--- src/rtl/fir_coeff_reload_ctrl_pkg.sv ---
// Shared types and width helpers for the FIR coefficient reload sequencer.
package fir_coeff_reload_ctrl_pkg;

    typedef enum logic [2:0] {
        UNCONF = 3'd0,
        RUN    = 3'd1,
        DRAIN  = 3'd2,
        LOAD   = 3'd3,
        FLUSH  = 3'd4
    } state_t;

    localparam int DEF_COEFF_WIDTH = 18;
    localparam int DEF_DATA_WIDTH  = 18;

    // A single-entry bank still needs one address bit on the port.
    function automatic int addr_width(input int coeff_count);
        return (coeff_count > 1) ? $clog2(coeff_count) : 1;
    endfunction

    // Width able to hold the value max_value itself.
    function automatic int cnt_width(input int max_value);
        return $clog2(max_value + 1);
    endfunction

endpackage

--- src/rtl/fir_coeff_shadow_bank.sv ---
// Shadow coefficient register file: one write port, one combinational read port.
module fir_coeff_shadow_bank
    import fir_coeff_reload_ctrl_pkg::*;
#(
    parameter int Count = 16,
    parameter int Width = DEF_COEFF_WIDTH,
    localparam int AddrW = addr_width(Count)
) (
    input  logic             i_clk,
    input  logic             i_rst_n,
    input  logic             i_wr_en,
    input  logic [AddrW-1:0] i_wr_addr,
    input  logic [Width-1:0] i_wr_data,
    input  logic [AddrW-1:0] i_rd_addr,
    output logic [Width-1:0] o_rd_data
);

    logic [Width-1:0] r_mem [Count];

    // Synchronous clear, otherwise capture host writes.
    always_ff @(posedge i_clk) begin
        if (!i_rst_n) begin
            for (int i = 0; i < Count; i++) begin
                r_mem[i] <= '0;
            end
        end else if (i_wr_en) begin
            r_mem[i_wr_addr] <= i_wr_data;
        end
    end

    assign o_rd_data = r_mem[i_rd_addr];

endmodule

--- src/rtl/fir_coeff_reload_ctrl.sv ---
// Sequencer in front of the symmetric FIR: owns sample and coefficient ports,
// reloads coefficients on commit and hides the flush results from downstream.
//
// state  | meaning
// UNCONF | after reset, filter holds no valid coefficients, no samples accepted
// RUN    | samples forwarded to filter, results forwarded downstream
// DRAIN  | commit seen, waiting for in-flight results and pending discards
// LOAD   | copying shadow[k] into filter, k = 0..CoeffCount-1
// FLUSH  | injecting FlushLen zero samples to clear the delay line
module fir_coeff_reload_ctrl
    import fir_coeff_reload_ctrl_pkg::*;
#(
    parameter int CoeffCount  = 16,
    parameter int CoeffWidth  = DEF_COEFF_WIDTH,
    parameter int DataWidth   = DEF_DATA_WIDTH,
    parameter int FlushLen    = 32,
    parameter int MaxInFlight = 64,
    localparam int AddrW  = addr_width(CoeffCount),
    localparam int CntW   = cnt_width(MaxInFlight),
    localparam int FlushW = cnt_width(FlushLen)
) (
    input  logic                  Clk_i,
    input  logic                  Rst_i,
    input  logic [DataWidth-1:0]  Data_i,
    input  logic                  DataNd_i,
    output logic                  Ready_o,
    input  logic [CoeffWidth-1:0] CoeffWrData_i,
    input  logic [AddrW-1:0]      CoeffWrAddr_i,
    input  logic                  CoeffWrEn_i,
    input  logic                  Commit_i,
    output logic                  Busy_o,
    output logic [DataWidth-1:0]  FiltData_o,
    output logic                  FiltDataNd_o,
    output logic [CoeffWidth-1:0] FiltCoeffData_o,
    output logic [AddrW-1:0]      FiltCoeffAddr_o,
    output logic                  FiltCoeffWe_o,
    input  logic [DataWidth-1:0]  FiltOut_i,
    input  logic                  FiltOutValid_i,
    output logic [DataWidth-1:0]  Data_o,
    output logic                  DataValid_o,
    output logic                  DropErr_o
);

    state_t r_state;
    state_t w_state_nxt;

    logic [AddrW-1:0]      r_load_idx;
    logic [FlushW-1:0]     r_flush_cnt;
    logic [FlushW-1:0]     r_disc_cnt;
    logic [CntW-1:0]       r_pend_cnt;
    logic                  r_filt_nd;
    logic [DataWidth-1:0]  r_filt_data;
    logic                  r_data_valid;
    logic [DataWidth-1:0]  r_data;
    logic                  r_drop_err;

    logic                  w_ready;
    logic                  w_busy;
    logic                  w_accept;
    logic                  w_result;
    logic                  w_discard;
    logic                  w_load_last;
    logic                  w_flush_last;
    logic                  w_shadow_we;
    logic [CoeffWidth-1:0] w_shadow_rd;

    assign w_load_last  = (r_load_idx == AddrW'(CoeffCount - 1));
    assign w_flush_last = (r_flush_cnt == '0);
    assign w_accept     = w_ready && DataNd_i;
    assign w_discard    = FiltOutValid_i && (r_disc_cnt != '0);
    assign w_result     = FiltOutValid_i && (r_disc_cnt == '0);
    // Busy is decoded from the current state, so a write in the commit cycle still lands.
    assign w_shadow_we  = CoeffWrEn_i && !w_busy;

    fir_coeff_shadow_bank #(
        .Count (CoeffCount),
        .Width (CoeffWidth)
    ) u_shadow (
        .i_clk     (Clk_i),
        .i_rst_n   (Rst_i),
        .i_wr_en   (w_shadow_we),
        .i_wr_addr (CoeffWrAddr_i),
        .i_wr_data (CoeffWrData_i),
        .i_rd_addr (r_load_idx),
        .o_rd_data (w_shadow_rd)
    );

    // State register.
    always_ff @(posedge Clk_i) begin
        if (!Rst_i) begin
            r_state <= UNCONF;
        end else begin
            r_state <= w_state_nxt;
        end
    end

    // Next-state and state-decoded handshake outputs.
    always_comb begin
        w_state_nxt = r_state;
        w_ready     = 1'b0;
        w_busy      = 1'b0;
        case (r_state)
            UNCONF: begin
                if (Commit_i) w_state_nxt = LOAD;
            end
            RUN: begin
                w_ready = 1'b1;
                if (Commit_i) w_state_nxt = DRAIN;
            end
            DRAIN: begin
                w_busy = 1'b1;
                if (r_pend_cnt == '0 && r_disc_cnt == '0) w_state_nxt = LOAD;
            end
            LOAD: begin
                w_busy = 1'b1;
                if (w_load_last) w_state_nxt = FLUSH;
            end
            FLUSH: begin
                w_busy = 1'b1;
                if (w_flush_last) w_state_nxt = RUN;
            end
            default: w_state_nxt = UNCONF;
        endcase
    end

    // Load index walks up the bank; flush timer is preset during LOAD and counts down.
    always_ff @(posedge Clk_i) begin
        if (!Rst_i) begin
            r_load_idx  <= '0;
            r_flush_cnt <= '0;
        end else begin
            if (r_state == LOAD && !w_load_last) r_load_idx <= r_load_idx + AddrW'(1);
            else                                 r_load_idx <= '0;
            if (r_state == LOAD)                      r_flush_cnt <= FlushW'(FlushLen - 1);
            else if (r_state == FLUSH && !w_flush_last) r_flush_cnt <= r_flush_cnt - FlushW'(1);
        end
    end

    // Discard counter swallows one result per flush sample; pending tracks real samples.
    always_ff @(posedge Clk_i) begin
        if (!Rst_i) begin
            r_disc_cnt <= '0;
            r_pend_cnt <= '0;
        end else begin
            if (r_state == LOAD && w_load_last) r_disc_cnt <= FlushW'(FlushLen);
            else if (w_discard)                 r_disc_cnt <= r_disc_cnt - FlushW'(1);
            case ({w_accept, w_result})
                2'b10:   r_pend_cnt <= r_pend_cnt + CntW'(1);
                2'b01:   r_pend_cnt <= r_pend_cnt - CntW'(1);
                default: r_pend_cnt <= r_pend_cnt;
            endcase
        end
    end

    // Sample path to the filter, result path downstream, sticky drop flag.
    always_ff @(posedge Clk_i) begin
        if (!Rst_i) begin
            r_filt_nd    <= 1'b0;
            r_filt_data  <= '0;
            r_data_valid <= 1'b0;
            r_data       <= '0;
            r_drop_err   <= 1'b0;
        end else begin
            r_filt_nd    <= w_accept;
            if (w_accept) r_filt_data <= Data_i;
            r_data_valid <= w_result;
            if (w_result) r_data <= FiltOut_i;
            if (DataNd_i && !w_ready) r_drop_err <= 1'b1;
        end
    end

    assign Ready_o         = w_ready;
    assign Busy_o          = w_busy;
    assign FiltDataNd_o    = r_filt_nd || (r_state == FLUSH);
    assign FiltData_o      = (r_state == FLUSH) ? '0 : r_filt_data;
    assign FiltCoeffWe_o   = (r_state == LOAD);
    assign FiltCoeffAddr_o = r_load_idx;
    assign FiltCoeffData_o = (r_state == LOAD) ? w_shadow_rd : '0;
    assign Data_o          = r_data;
    assign DataValid_o     = r_data_valid;
    assign DropErr_o       = r_drop_err;

endmodule

--- config.mk ---
export PLATFORM = sky130hd
export DESIGN_NAME = fir_coeff_reload_ctrl
export DESIGN_NICKNAME = d
export VERILOG_FILES = /design/src/rtl/fir_coeff_reload_ctrl_pkg.sv /design/src/rtl/fir_coeff_shadow_bank.sv /design/src/rtl/fir_coeff_reload_ctrl.sv
export SDC_FILE = /design/constraint.sdc
export NUM_CORES = 1
export LEC_CHECK = 0
export ABC_AREA = 1
export ABC_CLOCK_PERIOD_IN_PS = 3500
export CAP_MARGIN = 20
export CORE_ASPECT_RATIO = 0.8
export CORE_MARGIN = 8
export CORE_UTILIZATION = 40
export CTS_CLUSTER_SIZE = 30
export DETAILED_ROUTE_END_ITERATION = 7
export PLACE_DENSITY = 0.66
export SLEW_MARGIN = 20
export SYNTH_ARGS = -nofsm -noshare
export SYNTH_HDL_FRONTEND = slang
export SYNTH_SLANG_ARGS = --single-unit
--- constraint.sdc ---
create_clock -name Clk_i -period 3.5 [get_ports Clk_i]
set_input_delay 0.525 -clock Clk_i [delete_from_list [all_inputs] [get_ports Clk_i]]
set_output_delay 0.525 -clock Clk_i [all_outputs]
set_load 0.1 [all_outputs]
# --- Word-level counts from Yosys, hierarchy flattened ---
# Memory sizes are Yosys's and may differ from the RTL's. A register that Yosys moved wholly into a read port is not among the register bits.
# Cells that the tools add are included.
totals:
  mem_count: 1
  reg_bits: 65
  output_inout_bits: 64
  word_cells: 82
  input_bits: 64
  ram_bits: 288
memory_table:
  columns: ["name", "depth", "word_bits", "rd", "rd_clocked_by_memory_dff", "write_ports", "line_no", "source"]
  rows:
  - ["u_shadow.r_mem", 16, 18, 1, 1, 16, "fir_coeff_shadow_bank.sv:18", "logic [Width-1:0] r_mem [Count];"]
op_classes:
  addsub: 5
  eq_ne: 12
  n_bitwise: 1
  n_mux: 23
  reduce_logical: 28
ops:
  columns: ["op", "n"]
  rows:
  - ["18-bit 2-to-1 mux", 3]
  - ["18-bit OR reduction", 1]
  - ["3-bit 2-to-1 mux", 5]
  - ["3-bit one-hot mux with 5 select lines", 1]
  - ["7-bit one-hot mux with 2 select lines", 1]
  - ["6-bit zero test", 2]
  - ["6-bit 2-to-1 mux", 2]
  - ["6-bit by 1-bit subtractor with 6-bit output (second input constant)", 2]
  - ["5-bit 2-to-1 mux", 2]
  - ["1-bit logical AND", 9]
  - ["4-bit 2-to-1 mux", 2]
  - ["2-bit inequality test (second input constant)", 4]
  - ["7-bit by 1-bit adder with 7-bit output (second input constant)", 1]
  - ["7-bit zero test", 1]
  - ["1-bit 2-to-1 mux", 7]
  - ["7-bit by 1-bit subtractor with 7-bit output (second input constant)", 1]
  - ["3-bit by 2-bit equality test with 1-bit output (second input constant)", 2]
  - ["2-bit nonzero test", 3]
  - ["6-bit nonzero test", 1]
  - ["5-bit AND reduction", 1]
  - ["4-bit by 1-bit adder with 4-bit output (second input constant)", 1]
  - ["4-bit equality test (second input constant)", 1]
  - ["1-bit zero test", 4]
  - ["2-bit OR reduction", 2]
  - ["10 further kinds", 10]

# --- Logic depth before layout (Yosys ltp) ---
logic_depth:
  ltp_word: 10
  ltp_mapped: 22
  depth_no_buf: 19

# --- Hierarchy ---
# A second synthesis with hierarchy kept.
unflattened:
  hier_cells: 2003
  hier_area_um2: 16927.5
by_module_without_submodules:
  columns: ["module", "cells_per_inst", "area_per_inst_um2", "n_inst", "seq_area_each_um2"]
  rows:
  - ["fir_coeff_shadow_bank", 1547, 13805.7, 1, 8648.3]
  - ["fir_coeff_reload_ctrl", 456, 3121.7, 1, 1301.2]

# --- Least setup slack after synthesis ---
# No wires, ideal clock.
synth_timing:
  path_type: "register to output"
  from: "reg r_state[1]"
  to: "out FiltCoeffData_o[10]"
  t_required_ns: 2.975
  n_path_buf: 2
  setup_slack_ns: -1.055
  stages_incl_launch_ff: 7
  t_arrival_ns: 4.030
  path_cell_list: "dfxtp_1 > nand2_1 > nor2_1 > inv_1 > clkbuf_1 > buf_1 > a21oi_1"
synth_via:
  elab_chain_len: 2
synth_lines:
  columns: ["element", "line_no", "source"]
  rows:
  - ["start, declared", "fir_coeff_reload_ctrl.sv:44", "state_t r_state;"]
  - ["start signal, assigned", "fir_coeff_reload_ctrl.sv:93", "r_state <= w_state_nxt;"]
  - ["3-bit by 2-bit equality test with 1-bit output", null, null]
  - ["net FiltCoeffWe_o", "fir_coeff_reload_ctrl.sv:36", "output logic FiltCoeffWe_o,"]
  - ["18-bit 2-to-1 mux", "fir_coeff_reload_ctrl.sv:178", "assign FiltCoeffData_o = (r_state == LOAD) ? w_shadow_rd : '0;"]
  - ["end, declared", "fir_coeff_reload_ctrl.sv:34", "output logic [CoeffWidth-1:0] FiltCoeffData_o,"]
# The timed path passes the listed nets, and every way through them passes these cells.

==> flow_summary.json <==
{
  "grt_pass1_vias": 11400,
  "final_util_pct": 49.2,
  "initial_utilization_pct": 40.3,
  "synth_top_cell_by_area": "edfxtp_1",
  "fin_nets": 1832,
  "synth_mux_area_share_pct": 0,
  "grt_pass1_wl_mm": 65.9,
  "fp-row-count": 65,
  "place_ws_ps": 766,
  "cpLargestDelayFamily": "buffers and inverters",
  "cts_hold_buf": 0,
  "synthAdderAreaFrac_pct": 0.477,
  "fmaxAchievable_mhz": 304,
  "worstSetupPathType": "flop to output port",
  "synth-edff-count": 288,
  "clk_pin_slew_ps": 60,
  "critPathMaxFanout": 43,
  "io_pins": 128,
  "cts_tree": "built",
  "cts_made_buffers": 38,
  "avgSynthCellArea_sq_um": 9.49,
  "dp_hpwl_mm": 26.8,
  "ys_types": 26,
  "synth.most_common_cell": "nor2_1",
  "powerDensity_nw_per_um2": 616,
  "drc": 0,
  "grt_max_degree": 112,
  "clock_latency_ps": 560,
  "ys_seq_area_share_pct": 63.2,
  "die_x_um": 238,
  "overflow": 0,
  "synth.yosys.warnings": 0,
  "wl_mm": 41.9,
  "cts.sinks": 353,
  "setup_ws_ps": 214,
  "required_ps": 2970,
  "slew-limit-headroom_pct": 33.1,
  "area_growth_pct": 22.2,
  "fin_skew_ps": 22.1,
  "final_antenna_net_count": 0,
  "synthesis.area_sq_um": 15700,
  "cts_max_path_buffers": 3,
  "hold_class": "flop to flop",
  "hold_violations": 0,
  "drt_iter0_markers": 1181,
  "num_antenna_cells": 0,
  "routedWlPerCell_um": 18.0,
  "synth_compound_area_share_pct": 11.5,
  "core_area_sq_um": 39100,
  "antenna_found_initial": 0,
  "vias_per_cell": 5.20,
  "cts-root-buf": "clkbuf_16",
  "fill_cells": 3500,
  "final_min_period_over_clock_period_pct": 93.9,
  "ff2ff_setup_slack_ps": 840,
  "outcome": "complete, no violations",
  "post_cts_buffers": 0,
  "synth_top_family_by_area": "simple AND/OR/NAND/NOR gates",
  "crit_chain": "inv_4, buf_4, nor2_1, o211ai_1, nand3_1, a21oi_4, buf_12",
  "cpMaxStageDelayCell": "dfxtp_4",
  "setup_viol": 0,
  "design_area_sq_um": 19200,
  "critical_path.max_stage_delay_ps": 470,
  "worstPathArrival_ps": 2760,
  "die_h_um": 193,
  "syn_inst": 1659,
  "netlist.area_leader.share_pct": 54.9,
  "placed_area_sq_um": 18000,
  "synth_fp_nets": 1729,
  "cp-start-kind": "flop",
  "vias": 12100,
  "dieArea_sq_um": 46000,
  "finalCriticalPeriod_ps": 3290,
  "drive_above_1_share_pct": 10.9,
  "power_leakage_nw": 7.43,
  "totalPowerFinal_mw": 11.9,
  "async_reset_ff_share_pct": 0,
  "h-tree-depth": 2,
  "synthSimpleGateAreaFrac_pct": 19.2,
  "synth-xor-area-share_pct": 0.501,
  "ys.flop_type": "edfxtp_1",
  "path_buf_inv": 3,
  "gp_routability_congestion": 0.833,
  "grt.total_usage_pct": 17.7,
  "worst_pin_slew_ps": 1000,
  "worstSetupEndpointType": "output port",
  "cts_resized": 0,
  "max-vdd-ir-drop_uv": 403,
  "dr.pass1.iters": 5,
  "synth.area.top_cells": "edfxtp_1, nor2_1, dfxtp_1, o21ai_0, o211ai_1",
  "cap_viol_max_count": 0,
  "ys_ff_latch": 353,
  "synthTopCellsByCount": "nor2_1, edfxtp_1, o21ai_0",
  "port_buffers": 127,
  "report.final.slew_viol_count": 0,
  "rsz0062_at_grt": "false"
}
[area by class of cell]
cell class	count	area [sq um]	share of cell area, %
Sequential cell	353	9960	51.8
Multi-Input combinational cell	1102	5170	26.9
Timing Repair Buffer	174	1800	9.38
Clock buffer	45	977	5.08
Tap cell	536	671	3.49
Inverter	93	352	1.83
Clock inverter	24	312	1.62
[worst min-delay path, stage by stage, from the launching register on]
cell     delay [ps]
dfxtp_1         290
inv_1            60
a21oi_1          60
[per-layer routing]
layer  vias to the layer above  GRT usage [%]  wire length (um)
met5                         -              0                 0
met4                         0           4.05               681
met3                        46           2.54              2600
met2                       411           28.3             19800
met1                      5834           25.3             18800
li1                       5804              -                 -
[cell families (layout without fill, tap and decap cells)]
kind of cell	Yosys count	in the layout
simple gates	763	763
xor+xnor	9	9
flops	353	353
fa+ha+maj	6	6
buf+inv	204	336
compound gates	324	324
[cell usage in the layout, fill, tap and decap left out, types with 12 or more instances in the layout]
cell type / n
a21oi_4: 12
nand2_2: 16
buf_12: 23
o211ai_1: 73
dfxtp_1: 62
inv_1: 87
clkbuf_16: 38
buf_4: 65
nand3_1: 53
nor2_1: 596
clkdlybuf4s50_1: 85
a21oi_1: 38
o21ai_0: 190
edfxtp_1: 288
nand2_1: 81
[power breakdown]
| part | leakage, nW | total [mW] | internal, mW | switching (mW) |
|---|---|---|---|---|
| logic | 3.28 | 2.69 | 0.704 | 1.99 |
| clock network | 0.636 | 4.17 | 2.47 | 1.70 |
| registers | 3.52 | 4.99 | 4.85 | 0.145 |
[registers in the layout, indices dropped and copies added (netlist names), 3 cells and up]
name	flops
r_state	3
r_pend_cnt	7
r_flush_cnt	6
Data_o	18
u_shadow.r_mem	288
r_disc_cnt	6
FiltCoeffAddr_o	4
r_filt_data	18
[path summary, 6_finish.rpt]
path / from / endpoint / cells after the start
worst min register to register: r_filt_data[17] / r_filt_data[17] / 2
worst min-delay path: r_filt_data[17] / r_filt_data[17] / 2
worst max register to register: r_disc_cnt[0] / r_pend_cnt[4] / 19
worst max-delay path: FiltCoeffAddr_o[0] / FiltCoeffData_o[12] / 7
[stage by stage]
| step | hold WS [ps] | instances | setup TNS (ps) |
|---|---|---|---|
| finish | 455 | 2327 | 0 |
| floorplan | 430 | 1659 | -13.6 |
| detailed placement | 447 | 2258 | 0 |
| CTS | 457 | 2327 | 0 |
| global placement | 442 | 2258 | 0 |
| global route | 476 | 2327 | 0 |
Power figures use the tool's default switching activity.
==> edit: new RTL, same settings <==
Make the reset (`Rst_i` and `i_rst_n`) asynchronous in 5 clocked blocks.
--- a/src/rtl/fir_coeff_shadow_bank.sv
+++ b/src/rtl/fir_coeff_shadow_bank.sv
@@ -19,5 +19,5 @@
 
     // Synchronous clear, otherwise capture host writes.
-    always_ff @(posedge i_clk) begin
+    always_ff @(posedge i_clk or negedge i_rst_n) begin
         if (!i_rst_n) begin
             for (int i = 0; i < Count; i++) begin
--- a/src/rtl/fir_coeff_reload_ctrl.sv
+++ b/src/rtl/fir_coeff_reload_ctrl.sv
@@ -87,5 +87,5 @@
 
     // State register.
-    always_ff @(posedge Clk_i) begin
+    always_ff @(posedge Clk_i or negedge Rst_i) begin
         if (!Rst_i) begin
             r_state <= UNCONF;
@@ -125,5 +125,5 @@
 
     // Load index walks up the bank; flush timer is preset during LOAD and counts down.
-    always_ff @(posedge Clk_i) begin
+    always_ff @(posedge Clk_i or negedge Rst_i) begin
         if (!Rst_i) begin
             r_load_idx  <= '0;
@@ -138,5 +138,5 @@
 
     // Discard counter swallows one result per flush sample; pending tracks real samples.
-    always_ff @(posedge Clk_i) begin
+    always_ff @(posedge Clk_i or negedge Rst_i) begin
         if (!Rst_i) begin
             r_disc_cnt <= '0;
@@ -154,5 +154,5 @@
 
     // Sample path to the filter, result path downstream, sticky drop flag.
-    always_ff @(posedge Clk_i) begin
+    always_ff @(posedge Clk_i or negedge Rst_i) begin
         if (!Rst_i) begin
             r_filt_nd    <= 1'b0;
Behaviour: differs if Rst_i is asserted again (counterexample within 4 cycles, from zero or initial values and one cycle with Rst_i low); with Rst_i held inactive, the same outputs for 4 cycles.
==> edit against the unedited design <==
Setup slack improved by 0.12 ns. Routed wire length rose by 9.5%. Non-clock buffer count fell by 13. First-iteration DRC count rose by 8.0%. Area after synthesis rose by 3.8%. Synthesized cell count rose by 18%. Highest routed layer is now met5. Sequential cell count did not move. Design area rose by 2.0%. Sequential share of layout area fell by 6.7 points. Critical path depth rose by 1.
Power is not compared: it rests on default switching activity, and its combinational part moved more than twofold at a synthesized area within 25%.
==> edit: results (changes against the unedited design) <==
| Metric | Value |
|---|---|
| Hold Crit Start | u_shadow.r_mem[39]$_DFFE_PN0P_ |
| Crit path DAT | 2.64 ns (-0.12 ns) |
| R2R depth | 16 (-3) |
| Layout area overhead | 20.1% |
| Delay of the slowest cell on the worst path | 0.50 ns (+0.03 ns) |
| Gpl congestion | 0.821 (-1.5%) |
| DR pass1 iterations | 7 (+2) |
| Share of cells above drive strength 1 | 9.48% (-1.5 points) |
| Cts bufs inserted | 39 (+2.6%) |
| Max Clock Skew | 0.0231 ns (+0.00109 ns) |
| Number of DRC markers in iteration 0 | 1275 (+8.0%) |
| Syn avg cell area | 8.32 µm² (-12%) |
| Largest net degree at the start of global routing | 130 (+16%) |
| Reg-to-Reg End | r_pend_cnt[6]$_DFFE_PN0P_ |
| Placement Setup Slack | 0.826 ns (+0.0597 ns) |
| Crit. Startpoint | FiltCoeffAddr_o[1]$_DFF_PN0_ |
| Reg2reg start | r_disc_cnt[0]$_DFFE_PN0P_ |
| Uppermost layer routed | met5 |
| Placement Cell Area | 18400 µm² (+2.2%) |
| Via count of the first global-routing pass | 13100 (+15%) |
| Final HPWL DP | 27600 µm (+3.0%) |
| Top cells by area, synth | dfrtp_1 (54%), o21ai_0 (11%), nand2_1 (9.1%) |
| Relative slew slack | 33.0% (-0.13 points) |
| Xor and xnor area share after synthesis | 0.322% (-0.18 points) |
| Wire length on met2 | 21300 µm (+7.6%) |
| Routed wl met3 | 2560 µm (-1.5%) |
| Status | complete, no violations |
| Synth unique cells | 34 (+31%) |
| Antenna violations before repair | 3 (+3) |
| Synth cell count leaders | nand2_1 (396), o21ai_0 (354), dfrtp_1 (353) |
| Tcrit/Tclk final | 90.5% (-3.4 points) |
| M1 wire length | 20700 µm (+9.7%) |
| Post-synthesis adder-cell area fraction | 0.536% (+0.059 points) |
| DR vias | 13700 (+13%) |
| Worst hold path endpoint | u_shadow.r_mem[39]$_DFFE_PN0P_ |
| Overall routing resource usage | 18.9% (+1.2 points) |
| Multiplexer area fraction after synthesis | 1.24% (+1.2 points) |
==> edit: cell types whose count changed in the layout (fill, tap and decap cells not counted), sizes merged, moves of 6 or more <==
cell / change
clkinv: +6
nor2: -414
nand3: +43
buf: -11
o21ai: +173
o211ai: -14
a21oi: +89
edfxtp: -288
dfrtp: +353
inv: +81
nand2: +301
mux2: +18
dfxtp: -65
clkbuf: +17
==> edit: routing by layer <==
layer,vias to the layer above,track usage (%)
li1,6609,-
met1,6631,25.6
met2,370,30.6
met3,89,3.44
met4,4,6.42
met5,-,0
==> edit: final cells by class <==
cell class	count	area share [%]
Antenna cell	1	0.0128
Clock buffer	62	5.88
Clock inverter	8	0.536
Inverter	191	3.65
Multi-Input combinational cell	1302	32.4
Sequential cell	353	45.1
Tap cell	544	3.47
Timing Repair Buffer	161	9.04
==> edit: repair_timing <==
action | in CTS | in global routing
hold buffers | 1 | 0
endpoints found under the hold margin | 4 | 0
buffers inserted | 0 | 0
